[src/rtl/soc_cpu0_oci_dct_packer.sv]
// CPU0 OCI direct-control-trace packer: shifts 2-bit branch codes into a 30-bit frame
// and hands completed/flushed frames to the trace sink. Optional macro: SOC_DCT_OVF_COUNT_EN.
module soc_cpu0_oci_dct_packer #(
    parameter int unsigned IDLE_FLUSH_CYCLES = 64
) (
    input  logic        clk,
    input  logic        reset,
    input  logic        trc_on,
    input  logic        dct_valid,
    input  logic [1:0]  dct_code,
    input  logic        flush,
    input  logic        frm_ready,
    input  logic        ovf_clr,
    output logic [29:0] dct_buffer,
    output logic [3:0]  dct_count,
    output logic        frm_valid,
    output logic [29:0] frm_data,
    output logic [3:0]  frm_count,
    output logic        overflow,
    output logic [7:0]  ovf_count
);

    localparam logic [7:0] IDLE_LIMIT = 8'(IDLE_FLUSH_CYCLES);

    logic [29:0] buf_reg, buf_next;
    logic [3:0]  cnt_reg, cnt_next;
    logic [29:0] frm_data_reg;
    logic [3:0]  frm_count_reg;
    logic        frm_valid_reg, frm_valid_next;
    logic        overflow_reg, overflow_next;
    logic [7:0]  idle_reg, idle_next;
    logic        trc_on_reg;

    logic        accept;
    logic [29:0] buf_acc;
    logic [3:0]  cnt_acc;
    logic        full_hit, flush_hit, fall_hit, idle_hit;
    logic        emit, load, drop;

    always_comb begin
        accept    = trc_on & dct_valid & (dct_code != 2'b00);
        buf_acc   = accept ? {buf_reg[27:0], dct_code} : buf_reg;
        cnt_acc   = cnt_reg + {3'b000, accept};

        full_hit  = accept && (cnt_acc == 4'd15);
        flush_hit = flush && (cnt_acc != 4'd0);
        fall_hit  = trc_on_reg && !trc_on && (cnt_acc != 4'd0);
        // Timeout fires on the idle cycle that makes the run length equal the limit.
        idle_hit  = (IDLE_LIMIT != 8'd0) && (cnt_reg != 4'd0) && !accept &&
                    (({1'b0, idle_reg} + 9'd1) == {1'b0, IDLE_LIMIT});
        emit      = full_hit || flush_hit || fall_hit || idle_hit;

        load      = emit && (!frm_valid_reg || frm_ready);
        drop      = emit && !load;

        buf_next  = emit ? '0 : buf_acc;
        cnt_next  = emit ? '0 : cnt_acc;

        if (load)
            frm_valid_next = 1'b1;
        else if (frm_valid_reg && frm_ready)
            frm_valid_next = 1'b0;
        else
            frm_valid_next = frm_valid_reg;

        if (emit || accept || (cnt_reg == 4'd0))
            idle_next = '0;
        else if (idle_reg != 8'hFF)
            idle_next = idle_reg + 8'd1;
        else
            idle_next = idle_reg;

        // A drop in the same cycle as ovf_clr keeps the flag set.
        if (drop)
            overflow_next = 1'b1;
        else if (ovf_clr)
            overflow_next = 1'b0;
        else
            overflow_next = overflow_reg;
    end

    always_ff @(posedge clk) begin
        if (reset) begin
            buf_reg       <= '0;
            cnt_reg       <= '0;
            frm_valid_reg <= 1'b0;
            frm_data_reg  <= '0;
            frm_count_reg <= '0;
            overflow_reg  <= 1'b0;
            idle_reg      <= '0;
            trc_on_reg    <= 1'b0;
        end else begin
            buf_reg       <= buf_next;
            cnt_reg       <= cnt_next;
            frm_valid_reg <= frm_valid_next;
            overflow_reg  <= overflow_next;
            idle_reg      <= idle_next;
            trc_on_reg    <= trc_on;
            if (load) begin
                frm_data_reg  <= buf_acc;
                frm_count_reg <= cnt_acc;
            end
        end
    end

`ifdef SOC_DCT_OVF_COUNT_EN
    logic [7:0] ovf_count_reg, ovf_count_next;

    always_comb begin
        if (drop) begin
            if (ovf_clr)
                ovf_count_next = 8'd1;
            else if (ovf_count_reg != 8'hFF)
                ovf_count_next = ovf_count_reg + 8'd1;
            else
                ovf_count_next = ovf_count_reg;
        end else if (ovf_clr) begin
            ovf_count_next = '0;
        end else begin
            ovf_count_next = ovf_count_reg;
        end
    end

    always_ff @(posedge clk) begin
        if (reset)
            ovf_count_reg <= '0;
        else
            ovf_count_reg <= ovf_count_next;
    end

    assign ovf_count = ovf_count_reg;
`else
    assign ovf_count = '0;
`endif

    assign dct_buffer = buf_reg;
    assign dct_count  = cnt_reg;
    assign frm_valid  = frm_valid_reg;
    assign frm_data   = frm_data_reg;
    assign frm_count  = frm_count_reg;
    assign overflow   = overflow_reg;

endmodule

[config.mk]
export PLATFORM = sky130hd
export DESIGN_NAME = soc_cpu0_oci_dct_packer
export DESIGN_NICKNAME = d
export VERILOG_FILES = /design/src/rtl/soc_cpu0_oci_dct_packer.sv
export SDC_FILE = /design/constraint.sdc
export NUM_CORES = 1
export LEC_CHECK = 0
export CORE_ASPECT_RATIO = 1.5
export CORE_MARGIN = 2
export CORE_UTILIZATION = 44
export CTS_CLUSTER_SIZE = 30
export DETAILED_ROUTE_END_ITERATION = 10
export PLACE_DENSITY_LB_ADDON = 0.05
export SLEW_MARGIN = 40
export SYNTH_ARGS = -nofsm -noshare
export SYNTH_HDL_FRONTEND = slang
export SYNTH_SLANG_ARGS = --single-unit
[constraint.sdc]
create_clock -name clk -period 3.84 [get_ports clk]
set_clock_uncertainty 0.1 [all_clocks]
set_input_delay 1.152 -clock clk [delete_from_list [all_inputs] [get_ports clk]]
set_output_delay 1.152 -clock clk [all_outputs]
set_load 0.05 [all_outputs]
==> results of run 1 <==
[stage by stage]
step | hold WS, ns | TNS [ns] | util (%) | power (W) | cells
floorplan | 0.4299 | 0 | - | 0.001214 | 316
global placement | 0.3874 | 0 | 57.11 | 0.001328 | 480
detailed placement | 0.4005 | -0.6505 | 57.11 | 0.001332 | 480
CTS | 0.4089 | 0 | 61.41 | 0.002249 | 496
global route | 0.4319 | 0 | 61.41 | 0.002314 | 496
finish | 0.4035 | 0 | 61.41 | 0.002227 | 496
[where the power goes]
group | internal [W] | leakage, nW | switching [W]
registers | 0.000857 | 0.640 | 0.0000273
logic | 0.000155 | 0.999 | 0.000271
clock network | 0.000604 | 0.160 | 0.000312
[kinds of logic after synthesis]
family,after synthesis
and+or+nand+nor,68
adders and majority gates,4
AOI/OAI and AO/OA,82
other,1
muxes,32
buffers and inverters,35
DFF,79
xor gates and xnor gates,8
[final cells by class]
type | instances | area [µm²]
sequential | 79 | 1582
tap | 102 | 127.6
timing repair buffer | 92 | 968.4
inverter | 5 | 18.77
clock buffer | 13 | 260.3
fill | 675 | 2919
clock inverter | 3 | 65.06
multi-input combinational | 202 | 1623
[worst paths after layout]
kind | from | end | slack, ns | depth (start not counted)
worst max-delay path | dct_code[0] | frm_count[2]$_SDFFE_PP0P_ | 0.31 | 12
worst min-delay path | frm_count[0]$_SDFFE_PP0P_ | frm_count[0]$_SDFFE_PP0P_ | 0.40 | 2
worst min register to register | frm_count[0]$_SDFFE_PP0P_ | frm_count[0]$_SDFFE_PP0P_ | 0.40 | 2
worst max register to register | dct_count[0]$_SDFF_PP0_ | frm_count[2]$_SDFFE_PP0P_ | 1.51 | 9
[routing by layer]
metal / track usage (%) / share of wire [%]
met5: 0 / 0
met4: 7.953 / 1.6
met3: 6.425 / 4.0
met2: 33.33 / 53
met1: 23.10 / 41
[critical path, cell delays in order]
cell and delay [ns]:
clkdlybuf4s50_1 0.46, o211ai_4 0.21, inv_1 0.06, ha_1 0.19
ha_1 0.32, inv_1 0.07, o41ai_2 0.40, buf_4 0.18
a22oi_4 0.07, nor2_4 0.20, buf_12 0.20, a211oi_1 0.09
[cells in the final DEF (no fill, tap or decap), types with 4 or more instances in the layout]
cell	netlist	routed
dfxtp_1	79	79
clkdlybuf4s50_1	0	77
nor2_1	33	33
mux2i_1	32	32
a211oi_2	30	30
a21oi_2	25	25
a21oi_1	16	16
nor2_2	11	10
clkbuf_16	0	9
nand3_1	8	8
conb_1	1	8
buf_12	0	7
buf_4	9	7
inv_1	5	5
xnor2_1	5	5
nand2_1	4	4
ha_1	4	4
==> impl_metrics.toml, run 1 <==
[run_status]
status = "finished clean"

[route]
drc = 0
routed_via_density = 5.137
wl_mm = 8.010
ant_nets = 0
post_drt_wl_per_cell_um = 16.15
dr.first_iter.drc_count = 91
vias = 2548
firstDrtPassIters = 4

[critical_path]
path_max_fanout = 20
arrival_ns = 3.61
end_kind = "register"
crit_type = "in2reg"
cp.required_ns = 3.92
cp-start-kind = "primary input"

[synth]
synth_area_leaders = "dfxtp_1 (46%), a211oi_2 (11%), mux2i_1 (9.4%)"
yosys_warnings = 0
synth.area.mux_share_pct = 9.415
synth_compound_area_share_pct = 23.21
avgSynthCellArea_um2 = 11.01
synth_seq_cells = 79
synth_cells = 309
synth_simple_gate_area_share_pct = 10.15
yosysTopAreaCellShare_pct = 46.49
yosysMostFrequentCell = "dfxtp_1"
synth_edf_count = 0
synthAdderAreaFrac_pct = 1.471
synth_top_family_by_area = "compound AO/OA/AOI/OAI gates"
yosys.area.top_type = "dfxtp_1"
synth_ff_type = "dfxtp_1"
synth-xor-area-share_pct = 2.060
synth_common_cells = "dfxtp_1 (79), nor2_1 (33), mux2i_1 (32)"
syn-cell-area_um2 = 3402
synth.distinct_cells = 37
async_flop_share_pct = 0
yosysSeqAreaShare_pct = 46.49

[grt]
grt_pass1_vias = 2564
grt_use_total_pct = 20.05
grt_remaining_overflow = 0
grt_max_degree = 36
antenna_found_initial = 0
grt_pass1_wl_mm = 12.72

[clock_network]
clk_pin_slew_ns = 0.05
cts.repair.resized = 0
cts_tree = "done"
clock_latency_ns = 0.33
root_buffer = "clkbuf_16"
clockBufferDepth = 2
numCtsBuffers = 9
cts_hold_buf = 0
numClockSinks = 79
post-cts-setup-buffers = 0
cts.htree.levels = 3

[place]
place_hpwl_mm = 5.573
place_congestion = 0.7765
place_area_um2 = 4319
portBuffers = 78
dpl_worst_slack_ns = -0.03881

[timing]
hold_violations = 0
rsz0062_at_grt = "false"
fin_ws_ns = 0.3132
max_freq_ghz = 0.2835
setup_viol = 0
slew_violations = 0
max_slew.worst_pin.slew_ns = 0.6281
slew_headroom_pct = 58.13
period_needed_ns = 3.527
finalCritPeriodShare_pct = 91.84

[finish]
fin_area_um2 = 4644
diodes = 0
drive_gt1_share_pct = 26.65
layout.nets = 402
area_delta_synth_final_pct = 36.52

[worst_hold_path]
hold_path_class = "reg2reg"

[die]
die_w_um = 75.80
core_region_area_um2 = 7564
row_count = 39
die_area_um2 = 8466
ios = 87
start_util_pct = 44.98
die_h_um = 111.7

[power_and_ir_drop]
p_per_area_nw_per_um2 = 479.5
p_leak_nw = 1.799
irDropWorstVdd_mv = 0.3134

[flow_run]
max-cap-violations = 0
Note: power is estimated with default switching activity, not from simulation.
==> run 2, diff against run 1 <==
Settings changed: RECOVER_POWER from default to 100, SETUP_SLACK_MARGIN from default to 0.3.
==> run 2 against run 1 <==
Global-route usage fell by 0.39 points. Power fell by 0.47%. Core utilization fell by 0.18 points. Sequential power barely moved. Clock power rose by 0.8%. Critical path type unchanged.
==> impl_metrics.toml, run 2 (synthesis results as in run 1) <==
[route]
firstDrtPassIters = 6
dr.first_iter.drc_count = 102
wl_mm = 8.160
routed_via_density = 5.124
ant_nets = 0
drc = 0
post_drt_wl_per_cell_um = 16.29
vias = 2567

[critical_path]
worstRegToRegCells = 8
r2r_slack_ns = 1.40
cp_common_cell = "inv_1"
worstReg2RegEnd = "frm_data[22]$_SDFFE_PP0P_"
arrival_ns = 3.64
path_max_fanout = 8
crit_type = "in2reg"
crit_path_cell_trace = "clkdlybuf4s50_1 -> o211ai_4 -> inv_1 -> ha_1 -> ha_2 -> inv_1 -> o41ai_4 -> a22o_1 -> buf_4 -> a21oi_2 -> a211oi_1"
cp.required_ns = 3.97
crit-reg2reg-launch = "dct_count[0]$_SDFF_PP0_"
critPathSlowestCell = "clkdlybuf4s50_1"
end_kind = "register"
critPathMaxStageDelay_ns = 0.46
cp-start-kind = "primary input"

[timing]
rsz0062_at_grt = "false"
setup_viol = 0
period_needed_ns = 3.506
max_freq_ghz = 0.2852
slew_violations = 0
max_slew.worst_pin.slew_ns = 0.9846
finalCritPeriodShare_pct = 91.31
hold_violations = 0
slew_headroom_pct = 34.36

[grt]
grt_pass1_wl_mm = 12.58
grt_pass1_vias = 2558
met2_usage_pct = 32.87
grt_max_degree = 38
antenna_found_initial = 0
grt_use_total_pct = 19.66
grt_remaining_overflow = 0
grt_use_met1_pct = 23.18
grt_util_met3_pct = 4.977
top_usage_layer = "met2"

[die]
core_region_area_um2 = 7564
die_w_um = 75.80
die_h_um = 111.7
ios = 87
start_util_pct = 44.98
row_count = 39
die_area_um2 = 8466

[flow_run]
max-cap-violations = 0

[finish]
drive_gt1_share_pct = 19.55
n_fill_cell = 670
final_cell_mix = "dfxtp_1 (79), dlygate4sd3_1 (70), nor2_1 (43)"
fin_area_um2 = 4631
fin_util_pct = 61.22
diodes = 0
stdcell_count = 501
area_delta_synth_final_pct = 36.12
layout_commonest_cell = "dfxtp_1"
layout.nets = 407

[run_status]
status = "finished clean"

[place]
portBuffers = 78
place_hpwl_mm = 5.370
place_area_um2 = 4328
dp.cells = 480
place_congestion = 0.8252

[worst_hold_path]
hold_path_class = "reg2reg"
hp-start = "frm_count[0]$_SDFFE_PP0P_"
whs_path_depth = 2
whs_endpoint = "frm_count[0]$_SDFFE_PP0P_"

[power_and_ir_drop]
total_power_w = 0.002217
p_per_area_nw_per_um2 = 478.7
irDropWorstVdd_mv = 0.3430
p_leak_nw = 2.080

[clock_network]
clock_latency_ns = 0.33
cts_tree = "done"
root_buffer = "clkbuf_16"
numClockSinks = 79
numCtsBuffers = 9
cts.htree.levels = 3
clk_pin_slew_ns = 0.06
clockBufferDepth = 2
==> run 2: changes by cell type in the layout (fill, tap and decap cells not counted), moves of 10 or more <==
cell,delta
a211oi_1,+17
a211oi_2,-17
clkdlybuf4s50_1,-72
nor2_1,+10
nor2_2,-10
dlygate4sd3_1,+70
==> run 2: layer usage <==
metal,wire length (µm),vias up
li1,-,1253
met3,362,11
met2,4187,59
met4,137,0
met5,0,-
met1,3473,1244
==> run 2: area by class of cell <==
| type | count | area [µm²] | area share (%) |
|---|---|---|---|
| Tap cell | 102 | 127.6 | 2.756 |
| Sequential cell | 79 | 1582 | 34.15 |
| Multi-Input combinational cell | 202 | 1526 | 32.96 |
| Inverter | 5 | 18.77 | 0.4053 |
| Timing Repair Buffer | 97 | 1051 | 22.70 |
| Clock buffer | 13 | 260.3 | 5.620 |
| Clock inverter | 3 | 65.06 | 1.405 |
==> run 2: worst max path at each step <==
stage,cells after the start,end,from,slack (ns)
finish,11,frm_data[22]$_SDFFE_PP0P_,trc_on,0.33
global route,11,idle_reg[6]$_SDFFE_PP0N_,trc_on,0.17
CTS,12,frm_count[2]$_SDFFE_PP0P_,dct_code[1],0.34
detailed placement,12,frm_count[2]$_SDFFE_PP0P_,dct_code[1],-0.006
global placement,12,frm_count[3]$_SDFFE_PP0P_,dct_code[1],0.07
floorplan,12,frm_count[2]$_SDFFE_PP0P_,dct_code[1],0.30
==> run 2: repair_timing <==
item                                    CTS  global route
setup buffers                             0             2
resized for setup                         0             8
endpoints found under the setup margin    0            68
hold buffers                              0             0
==> run 2: where the power goes <==
group	switching [W]	internal [W]	total (W)
Sequential	0.0000241	0.000857	0.000881
Combinational	0.000266	0.000147	0.000413
Clock	0.000319	0.000604	0.000923
Total	0.000609	0.00161	0.00222
==> run 2: worst max-delay path, delay by kind of cell <==
kind	cells	cell delay, ns
adders and majority gates	2	0.53
buffers and inverters	4	0.85
AOI/OAI and AO/OA	5	1.10
==> run 2: metrics by stage <==
step / setup slack, ns / hold slack, ns / setup TNS [ns]
6_report: 0.3338 / 0.4005 / 0
3_3_place_gp: 0.06796 / 0.3955 / 0
3_5_place_dp: -0.006429 / 0.3978 / -0.01240
5_1_grt: 0.1688 / 0.4245 / 0
2_1_floorplan: 0.3009 / 0.4299 / 0
4_1_cts: 0.3387 / 0.4068 / 0
==> run 3, diff against run 2 <==
Settings changed: CORE_UTILIZATION 44 to 35, CTS_CLUSTER_DIAMETER from default to 120.
Clock period 3.84 ns to 4.35 ns, I/O delays scaled along.
==> run 3 against run 2 <==
Via count shrank 3.0%. First-iteration DRC count shrank 27%. Final area shrank 4.2%. Power shrank 13%. Worst hold slack lost 0.0050 ns.
==> impl_metrics.toml, run 3 (synthesis results as in run 1) <==
[timing]
max_slew.worst_pin.slew_ns = 0.6088
slew_violations = 0
max_freq_ghz = 0.2550
rsz0062_at_grt = "false"
period_needed_ns = 3.922
slew_headroom_pct = 59.41
setup_viol = 0
hold_violations = 0
setup_tns_ns = 0
finalCritPeriodShare_pct = 90.16
fin_ws_ns = 0.4280

[power_and_ir_drop]
p_per_area_nw_per_um2 = 433.0
p_switching_w = 0.0005380
p_int_w = 0.001382
irDropWorstVdd_mv = 0.2359
p_leak_nw = 1.965
p_seq_share_pct = 40.5
p_comb_share_pct = 17.5
p_sw_share_pct = 28.02
clkPwrFrac_pct = 42.0

[route]
dr.first_iter.drc_count = 74
vias = 2491
routed_via_density = 4.942
post_drt_wl_per_cell_um = 16.23
firstDrtPassIters = 6
wl_mm = 8.178
drc = 0
ant_nets = 0

[finish]
area_delta_synth_final_pct = 30.34
layout.nets = 397
drive_gt1_share_pct = 17.74
final_cell_mix = "dfxtp_1 (79), dlygate4sd3_1 (72), nor2_1 (40)"
diodes = 0
layout_commonest_cell = "dfxtp_1"
n_fill_cell = 945

[grt]
grt_pass1_vias = 2512
grt_use_total_pct = 15.94
grt_pass1_wl_mm = 13.25
grt_remaining_overflow = 0
antenna_found_initial = 0
grt_max_degree = 35

[clock_network]
cts_hold_buf = 0
cts.repair.resized = 0
clockBufferDepth = 2
post-cts-setup-buffers = 0
clk_pin_slew_ns = 0.06
cts.htree.levels = 3
numClockSinks = 79
root_buffer = "clkbuf_16"
cts_tree = "done"
clock_latency_ns = 0.33
numCtsBuffers = 9

[die]
core_region_area_um2 = 9579
ios = 87
row_count = 44
die_area_um2 = 10540
die_h_um = 124.7
die_w_um = 84.50
start_util_pct = 35.51

[critical_path]
crit_family = "compound AO/OA/AOI/OAI gates"
critPathSlowestCell = "dlygate4sd3_1"
critical_path_buf_inv_count = 4
path_max_fanout = 11
crit-reg2reg-launch = "dct_count[0]$_SDFF_PP0_"
r2r_slack_ns = 1.97
worstReg2RegEnd = "frm_data[8]$_SDFFE_PP0P_"
end_kind = "register"
cp.required_ns = 4.50
critPathMaxStageDelay_ns = 0.55
worstRegToRegCells = 8
cp-start-kind = "primary input"
crit_path_cell_trace = "dlygate4sd3_1 -> o211ai_1 -> inv_1 -> ha_1 -> ha_1 -> inv_1 -> o41ai_2 -> a22o_2 -> buf_4 -> a21oi_1 -> a211oi_2"
arrival_ns = 4.07
crit_type = "in2reg"

[place]
dpl_worst_slack_ns = 0.2462
place_hpwl_mm = 5.417
portBuffers = 78
place_congestion = 0.7277

[worst_hold_path]
whs_path_depth = 2
whs_endpoint = "frm_count[1]$_SDFFE_PP0P_"
hold_path_class = "reg2reg"
hp-start = "frm_count[1]$_SDFFE_PP0P_"

[flow_run]
max-cap-violations = 0

[run_status]
status = "finished clean"
-- run 3: changes by cell type in the layout (fill, tap and decap cells not counted), sizes merged --
cell	delta
clkinv	+1
buf	-6
clkinvlp	+1
dlymetal6s2s	-2
dlygate4sd3	+2
clkbuf	-6
-- run 3: how the worst max path moves through the flow --
stage,startpoint,slack [ns],cells past startpoint,endpoint
floorplan,dct_code[0],0.46,12,frm_count[2]$_SDFFE_PP0P_
global placement,dct_code[0],0.30,11,frm_data[8]$_SDFFE_PP0P_
detailed placement,dct_code[0],0.25,11,frm_data[7]$_SDFFE_PP0P_
CTS,dct_code[0],0.58,11,frm_data[8]$_SDFFE_PP0P_
global route,dct_code[0],0.25,11,frm_data[3]$_SDFFE_PP0P_
finish,dct_code[0],0.43,11,frm_data[8]$_SDFFE_PP0P_
-- run 3: area by class of cell --
type / instances / area, µm² / share of cell area, %
Sequential cell: 79 / 1582 / 35.67
Multi-Input combinational cell: 202 / 1485 / 33.49
Timing Repair Buffer: 87 / 880.8 / 19.86
Clock buffer: 11 / 242.7 / 5.474
Tap cell: 115 / 143.9 / 3.245
Clock inverter: 5 / 81.33 / 1.834
Inverter: 5 / 18.77 / 0.4233
-- run 3: power by group through the flow --
stage                     Combinational, W  Sequential (W)  Clock, W
after floorplan                   0.000172        0.000899         0
after global placement            0.000366        0.000797         0
after detailed placement          0.000370        0.000796         0
after CTS                         0.000370        0.000781  0.000829
after global routing              0.000357        0.000782  0.000858
final                             0.000336        0.000777  0.000806
-- run 3: per-layer routing --
metal	track usage, %	share of wire, %	vias up	wire (µm)
met5	0	0	-	0
met1	20.65	46	1203	3731
met4	4.762	1.1	0	89
met2	25.43	49	53	4034
li1	-	-	1228	-
met3	4.838	3.9	7	321
-- run 3: worst reg2reg max path, delay by kind of cell, from the launching register on --
family | cells | cell delay (ns)
AO/OA/AOI/OAI | 4 | 1.05
adder cells (fa/ha/maj) | 2 | 0.54
buffers and inverters | 2 | 0.29
flip-flops | 1 | 0.33
-- run 3: stage by stage --
step                      instance area [µm²]  hold slack, ns  total power (W)  std cells  utilization, %
after CTS                                4572          0.4065         0.001980        504           47.73
after floorplan                          3428          0.4299         0.001071        316               -
after global routing                     4434          0.4221         0.001997        504           46.29
after global placement                   4248          0.3970         0.001163        488           44.34
final                                    4434          0.3955         0.001920        504           46.29
after detailed placement                 4248          0.3989         0.001166        488           44.34
